<file path="src/rtl/matrix_stream_loader.sv">
// Double-buffered stream-to-parallel loader for the PxP matrix multiplier.
// Collects A then B row-major, publishes the pair once the slot frees up.
module matrix_stream_loader #(
  parameter int N = 32,
  parameter int Q = 18,
  parameter int P = 4
) (
  input  logic                clk,
  input  logic                reset,
  input  logic signed [N-1:0] in_data,
  input  logic                in_valid,
  input  logic                in_last,
  output logic                in_ready,
  output logic [P*P*N-1:0]    A_out,
  output logic [P*P*N-1:0]    B_out,
  output logic                out_valid,
  input  logic                out_ready,
  output logic                frame_err,
  output logic [7:0]          err_count
);

  localparam int E  = P * P;
  localparam int KW = (E > 1) ? $clog2(E) : 1;
  localparam int W  = E * N;
  localparam logic [KW-1:0] K_END = KW'(E - 1);

  if (Q >= N) begin : g_q_chk
    $error("Q must be smaller than N");
  end

  typedef enum logic [1:0] {
    FILL_A = 2'd0,
    FILL_B = 2'd1,
    HOLD   = 2'd2
  } state_e;

  state_e         state_q, state_d;
  logic [KW-1:0]  k_q, k_d;
  logic [W-1:0]   sh_a_q, sh_a_d;
  logic [W-1:0]   sh_b_q, sh_b_d;
  logic [W-1:0]   a_q, a_d;
  logic [W-1:0]   b_q, b_d;
  logic           ov_q, ov_d;
  logic           fe_q, fe_d;
  logic [7:0]     ec_q, ec_d;

  logic xfer;
  logic k_end;
  logic frame_bad;
  logic reload;

  always_ff @(posedge clk or negedge reset) begin
    if (!reset) begin
      state_q <= FILL_A;
    end else begin
      state_q <= state_d;
    end
  end

  always_comb begin
    state_d = state_q;
    unique case (state_q)
      FILL_A: begin
        if (xfer && !frame_bad && k_end) state_d = FILL_B;
      end
      FILL_B: begin
        if (xfer && frame_bad) state_d = FILL_A;
        else if (xfer && k_end) state_d = HOLD;
      end
      HOLD: begin
        if (reload) state_d = FILL_A;
      end
      default: state_d = FILL_A;
    endcase
  end

  // in_last must be high exactly on the last B element, low everywhere else
  always_comb begin
    in_ready  = (state_q != HOLD);
    xfer      = in_valid && in_ready;
    k_end     = (k_q == K_END);
    frame_bad = xfer && (in_last != ((state_q == FILL_B) && k_end));
    reload    = (state_q == HOLD) && (!ov_q || out_ready);
  end

  always_comb begin
    k_d    = k_q;
    sh_a_d = sh_a_q;
    sh_b_d = sh_b_q;
    a_d    = a_q;
    b_d    = b_q;
    ov_d   = ov_q;
    fe_d   = frame_bad;
    ec_d   = ec_q;
    if (xfer) begin
      k_d = (frame_bad || k_end) ? '0 : k_q + 1'b1;
      if (!frame_bad && state_q == FILL_A) sh_a_d[int'(k_q)*N +: N] = in_data;
      if (!frame_bad && state_q == FILL_B) sh_b_d[int'(k_q)*N +: N] = in_data;
    end
    if (frame_bad && ec_q != 8'hFF) ec_d = ec_q + 8'd1;
    if (reload) begin
      a_d  = sh_a_q;
      b_d  = sh_b_q;
      ov_d = 1'b1;
    end else if (ov_q && out_ready) begin
      ov_d = 1'b0;
    end
  end

  always_ff @(posedge clk or negedge reset) begin
    if (!reset) begin
      k_q    <= '0;
      sh_a_q <= '0;
      sh_b_q <= '0;
      a_q    <= '0;
      b_q    <= '0;
      ov_q   <= 1'b0;
      fe_q   <= 1'b0;
      ec_q   <= 8'd0;
    end else begin
      k_q    <= k_d;
      sh_a_q <= sh_a_d;
      sh_b_q <= sh_b_d;
      a_q    <= a_d;
      b_q    <= b_d;
      ov_q   <= ov_d;
      fe_q   <= fe_d;
      ec_q   <= ec_d;
    end
  end

  assign A_out     = a_q;
  assign B_out     = b_q;
  assign out_valid = ov_q;
  assign frame_err = fe_q;
  assign err_count = ec_q;

endmodule

</file>
<file path="config.mk">
export PLATFORM = sky130hd
export DESIGN_NAME = matrix_stream_loader
export DESIGN_NICKNAME = d
export VERILOG_FILES = /design/src/rtl/matrix_stream_loader.sv
export SDC_FILE = /design/constraint.sdc
export NUM_CORES = 2
export LEC_CHECK = 0
export ABC_CLOCK_PERIOD_IN_PS = 3350
export BUFFER_PORTS_ARGS = -buffer_cell sky130_fd_sc_hd__clkbuf_2
export CORE_AREA = 2 2 412 414
export CTS_CLUSTER_DIAMETER = 30
export DETAILED_ROUTE_END_ITERATION = 16
export DIE_AREA = 0 0 414 416
export GPL_ROUTABILITY_DRIVEN = 0
export GPL_TIMING_DRIVEN = 0
export PLACE_DENSITY = 0.67
export RECOVER_POWER = 25
export SLEW_MARGIN = 15
export SYNTH_ARGS = -nofsm -noshare
export SYNTH_HDL_FRONTEND = slang
export SYNTH_SLANG_ARGS = --single-unit
</file>
<file path="constraint.sdc">
create_clock -name clk -period 3.35 [get_ports clk]
set_clock_uncertainty 0.1 [all_clocks]
set_input_delay 0 -clock clk [delete_from_list [all_inputs] [get_ports clk]]
set_output_delay 0 -clock clk [all_outputs]
set_load 0.1 [all_outputs]
</file>
; ---- Word level (Yosys, flattened, before mapping)
; Cells that the tools add are included.
[totals]
output_inout_bits = 1035
reg_bits = 2064
in_bits = 37
wordCells = 54
[classes]
shifts = 2
addsub = 3
n_eq_ne = 9
n_reduce_logical = 21
n_mux = 10
[op_table]
columns = operator, count
row1 = $bwmux W512, 2
row2 = $shift A32 B33 Y512 const A, 1
row3 = $shiftx A32 B33 Y512, 1
row4 = $neg A9 Y33, 1
row5 = $logic_and A1 B1 Y1, 12
row6 = $add A8 B1 Y8 const B, 1
row7 = $mux W2, 4
row8 = $ne A8 B8 Y1 const B, 1
row9 = $ne A2 B2 Y1 const B, 3
row10 = $pmux W2 S3, 1
row11 = $add A4 B1 Y4 const B, 1
row12 = $eq A4 B4 Y1 const B, 1
row13 = $mux W4, 1
row14 = $reduce_and A2 Y1, 2
row15 = $ne A3 B3 Y1 const B, 1
row16 = $reduce_and A3 Y1, 1
row17 = $eq A2 B1 Y1 const B, 1
row18 = $eq A2 B2 Y1 const B, 1
row19 = $logic_not A1 Y1, 2
row20 = $logic_not A2 Y1, 1
row21 = $logic_or A1 B1 Y1, 2
row22 = $mux W1, 2
row23 = $reduce_bool A2 Y1, 1
row24 = $ne A1 B1 Y1, 1

; ---- Depth between registers and ports, before layout
[depth]
ltp_word = 9
ltp_mapped = 11
ltp_nobuf = 7

; ---- Least setup slack after synthesis
; OpenSTA, ideal clock, no wires.
[synth_path]
path_type = reg2reg
from = reg state_q[0]
to = reg a_q[0], in the netlist A_out[0]
period_less_slack_ns = 2.905
path_buffers = 4
path_stages_with_launch = 8
setup_slack_ns = 0.445
arrival_ns = 2.679
t_required_ns = 3.124
setup_ns = 0.126
path_cell_list = dfrtp_1 > nand2b_1 > nand2b_1 > clkbuf_1 > clkbuf_1 > clkbuf_1 > buf_2 > mux2_2
[synth_via]
elab_chain_len = 2
[synth_lines]
columns = element, line_no
row1 = "start, declared", 37  ; state_e state_q, state_d;
row2 = "start signal, assigned", 56  ; state_q <= state_d;
row3 = $eq A2 B2 Y1, 83  ; reload = (state_q == HOLD) && (!ov_q || out_ready);
row4 = $logic_and A1 B1 Y1, 83
row5 = "end signal, assigned", 115  ; a_q <= '0;
row6 = "end signal, assigned", 124  ; a_q <= a_d;
row7 = "end, declared", 41  ; logic [W-1:0] a_q, a_d;
; No other way between the ends.
; A chain may end at the register's enable or synchronous reset.

; ---- Worst setup path in the final report
[layout_path]
from = reg k_q[2]
to = reg sh_b_q[57]
[layout_via]
elab_chain_len = 7
word_cells_on_any_way = 11
cone_classes = add/sub: 1 / eq/ne: 2 / shift: 2 / mux: 1 / reduce/logical: 5
[layout_lines]
columns = element, line_no
row1 = "start, declared", 38  ; logic [KW-1:0] k_q, k_d;
row2 = "start signal, assigned", 121  ; k_q <= k_d;
row3 = branches (longest 7 deep; another with $neg A9 Y33), n/a
row4 = "end signal, assigned", 114  ; sh_b_q <= '0;
row5 = "end signal, assigned", 123  ; sh_b_q <= sh_b_d;
row6 = "end, declared", 40  ; logic [W-1:0] sh_b_q, sh_b_d;
; Several ways; the timed one is not identified.

==> impl_metrics.csv <==
group,metric,value,unit
grt,grt_pass1_vias,57000,
worst_hold_path,worstHoldPathType,"primary input to register",
logic_synthesis,synth-simple-area-share,6.55,%
run,max_cap_viol_count,4,
critical_path,r2r-end,"sh_b_q[57]$_DFFE_PN0P_",
cts,htreeDepth,5,
sta,maxSlewViolCount,315,
sta,rsz0062_at_grt,"yes",
routing,dr.pass1.iters,5,
logic_synthesis,synthAdderAreaFrac,0.0636,%
cts,clock_path_buffers,4,
power_and_ir_drop,power.leakage,55.1,nW
critical_path,critPathBufInv,2,
status,violations,"max-capacitance violations, max-slew violations",
cells_and_area,area_growth,31.7,%
critical_path,worstPathCellList,"buf_2, nor3_1, ha_2, nand2_1, nor3_4, nand2_2, buf_2, mux2_1",
floorplan,dieArea,172000,sq um
floorplan,fp.dieH,416,microns
power_and_ir_drop,power.density,689,nW/um^2
sta,layout_setup_ws,0.0540,ns
power_and_ir_drop,max-vdd-ir-drop,0.892,mV
logic_synthesis,async_flop_share,100,%
power_and_ir_drop,totalPowerFinal,71.4,mW
grt,antenna_found_initial,29,
routing,wire_per_inst,28.8,microns
critical_path,crit_type,"register to register",
cts,clock_sinks,2064,
critical_path,crit_top_cell,"buf_2",
critical_path,r2r-start,"k_q[2]$_DFFE_PN0P_",
cells_and_area,multi_input_area,24700,sq um
logic_synthesis,synth.distinct_cells,49,
floorplan,core,168000,sq um
grt,grtUsageTotal,33.0,%
critical_path,cp-start-kind,"register",
cells_and_area,final_area,104000,sq um
logic_synthesis,synth_compound_area_share,3.40,%
place,numPortBuffers,1067,
cts,clkTransAtPathRegs,0.05,ns
routing,routed_wl,288,mm
place,placed_area,87700,sq um
logic_synthesis,synth_edf_count,0,
place,post-dp-hpwl,203,mm
sta,final.period_utilization,98.4,%
cells_and_area,fill_cells,12700,
logic_synthesis,syn_nets,5861,
logic_synthesis,avgSynthCellArea,13.5,sq um
critical_path,required,4.03,ns
grt,grt_remaining_overflow,0,
routing,via_per_inst,5.56,
worst_hold_path,min_to,"state_q[0]$_DFFE_PN0P_",
place,pre_cts_slack,-0.916,ns
logic_synthesis,synth-main-ff-cell,"dfrtp_1",
routing,drc,0,
grt,grt_pass1_wl,408,mm
cts,cts_buffers,419,
cts,cts_tree,"done",
logic_synthesis,synthesis.area,78700,sq um
cells_and_area,regArea,51600,sq um
floorplan,start_util,46.8,%
sta,hold_viol_final,0,
routing,dr_total_vias,55400,
grt,grt_max_degree,103,
worst_hold_path,holdPathStages,5,
logic_synthesis,synth_area_leaders,"dfrtp_1 66%, mux2_2 20%, o21ai_0 3.1%",
worst_hold_path,hp-start,"in_valid",
floorplan,fp-row-count,151,
cells_and_area,drive_gt1_share,45.3,%
logic_synthesis,ys_warn_count,0,
cells_and_area,nNetsFinal,7446,
routing,antenna_left,0,
logic_synthesis,synth_top_family_by_area,"multiplexers",
logic_synthesis,synth_seq_area_share,65.7,%
logic_synthesis,synth_top_area_share,65.7,%
floorplan,io_pins,1072,
critical_path,cp_top_family,"simple AND/OR/NAND/NOR gates",
status,run_status,"complete, but fails checks",
critical_path,r2r_setup_slack,0.05,ns
cts,clock-root-buffer,"clkbuf_16",
logic_synthesis,ys_top_cells_by_count,"2064 x dfrtp_1, 1405 x mux2_2, 617 x nand2_1, 485 x o21ai_0, 266 x nand3_1",
logic_synthesis,netlist_instances,5820,
logic_synthesis,synthMuxAreaShare,21.0,%
logic_synthesis,synth_top_area_cell,"dfrtp_1",
cts,clk_latency,0.96,ns
critical_path,r2r_cells,8,
critical_path,crit_path_max_incr_delay,0.47,ns
logic_synthesis,ys_seq_elements,2064,
sta,setup-violations-final,0,
critical_path,crit_arrival,3.98,ns
logic_synthesis,synth_most_common_cell,"dfrtp_1",
routing,drtIter0Drc,4532,
critical_path,critical_path.max_fanout,10,
sta,tightest_slew,2.27,ns
sta,period_needed,3.30,ns
sta,slew_headroom,-51.4,%
floorplan,die_x,414,microns
logic_synthesis,synth-xor-area-share,0.0986,%
critical_path,slowest_stage,"ha_2",
sta,clock.fmax,303,MHz
critical_path,cp-end-kind,"register",
-- report_power, final --
part	internal (mW)	switching (mW)
Clock	29.6	13.7
Combinational	0.554	2.23
Sequential	25.2	0.156
-- tightest hold or removal path: stages --
cell,delay [ns]
dlygate4sd3_1,0.59
clkbuf_2,0.17
nor4b_1,0.15
a21oi_1,0.11
nor2_1,0.05
-- kinds of logic (layout without fill, tap and decap cells) --
kind of cell | Yosys count | in the layout
flops | 2064 | 2064
compound gates | 530 | 530
xor+xnor | 8 | 8
fa+ha+maj | 4 | 4
other cells | 0 | 16
simple gates | 1132 | 1132
buf+inv | 608 | 2526
mux | 1474 | 1474
-- state kept, by name, summed over array words and instances (netlist names) --
signal,count
k_q,4
sh_b_q,512
sh_a_q,512
B_out,512
err_count,8
frame_err,1
out_valid,1
A_out,512
state_q,2
-- routing by layer --
layer	up-vias	share of wire, %	global-route usage (%)
met2	2494	46	50.5
met1	29100	39	41.4
met4	6	7.0	21.2
met3	676	8.0	9.37
li1	23200	-	-
met5	-	0.014	0
-- repair_timing --
action | 4_1_cts | 5_1_grt
setup endpoints to repair | 1426 | 692
hold buffers | 57 | 0
gates cloned | 0 | 1
buffers inserted | 6 | 6
gates resized for setup | 53 | 52
hold endpoints to repair | 1030 | 0
pin swaps | 7 | 4
-- through the flow --
stage / hold slack [ns] / setup TNS [ns] / cells / util, %
after floorplan: -0.396 / 0 / 5820 / -
after global placement: 0.235 / - / 9105 / 51.6
after detailed placement: -0.0165 / -590.92 / 9139 / 52.2
after CTS: 0.0242 / -0.0189 / 9953 / 61.5
after global routing: 0.100 / -0.989 / 9959 / 61.6
final: 0.0805 / 0 / 9972 / 61.6
-- worst max-delay path by stage --
| stage | start | endpoint | slack, ns | cells past startpoint |
|---|---|---|---|---|
| after floorplan | state_q[0]$_DFFE_PN0P_ | A_out[0]$_DFFE_PN0P_ | 0.45 | 7 |
| after global placement | reset | B_out[305]$_DFFE_PN0P_ | -47.78 | 1 |
| after detailed placement | k_q[0]$_DFFE_PN0P_ | sh_b_q[62]$_DFFE_PN0P_ | -0.92 | 10 |
| after CTS | k_q[2]$_DFFE_PN0P_ | sh_b_q[85]$_DFFE_PN0P_ | -0.006 | 8 |
| after global routing | k_q[2]$_DFFE_PN0P_ | sh_b_q[10]$_DFFE_PN0P_ | -0.06 | 9 |
| final | k_q[2]$_DFFE_PN0P_ | sh_b_q[57]$_DFFE_PN0P_ | 0.05 | 8 |
-- final cells by class --
cell class                 count  area share, %
inverter                     227          0.822
buffer                       374           1.65
clock buffer                 541           11.3
multi-input combinational   3148           23.9
sequential                  2064           49.8
timing repair buffer        1171           6.85
tap                         2218           2.68
antenna                       16         0.0386
clock inverter               213           2.93
-- cell usage in the layout, fill, tap and decap left out, drive strengths merged, types with 2 or more instances in the layout --
| cell type | netlist | layout |
|---|---|---|
| bufinv | 0 | 66 |
| nand4 | 7 | 7 |
| and3 | 66 | 66 |
| diode | 0 | 16 |
| mux2i | 32 | 32 |
| xnor2 | 7 | 7 |
| mux2 | 1442 | 1442 |
| nor2b | 3 | 3 |
| nor4 | 5 | 5 |
| or4 | 2 | 2 |
| a21oi | 4 | 4 |
| clkbuf | 233 | 1836 |
| nand3b | 2 | 2 |
| nand3 | 268 | 268 |
| buf | 148 | 206 |
| o21a | 2 | 2 |
| ha | 4 | 4 |
| or2 | 4 | 4 |
| inv | 227 | 243 |
| nor3b | 3 | 3 |
| o21ai | 518 | 518 |
| nor2 | 80 | 80 |
| dlygate4sd3 | 0 | 44 |
| nand2 | 624 | 624 |
| nor3 | 15 | 15 |
| and2 | 36 | 36 |
| clkinv | 0 | 88 |
| clkinvlp | 0 | 43 |
| dfrtp | 2064 | 2064 |
| or3 | 2 | 2 |
| nand2b | 12 | 12 |
Note: power is estimated with default switching activity, not from simulation.
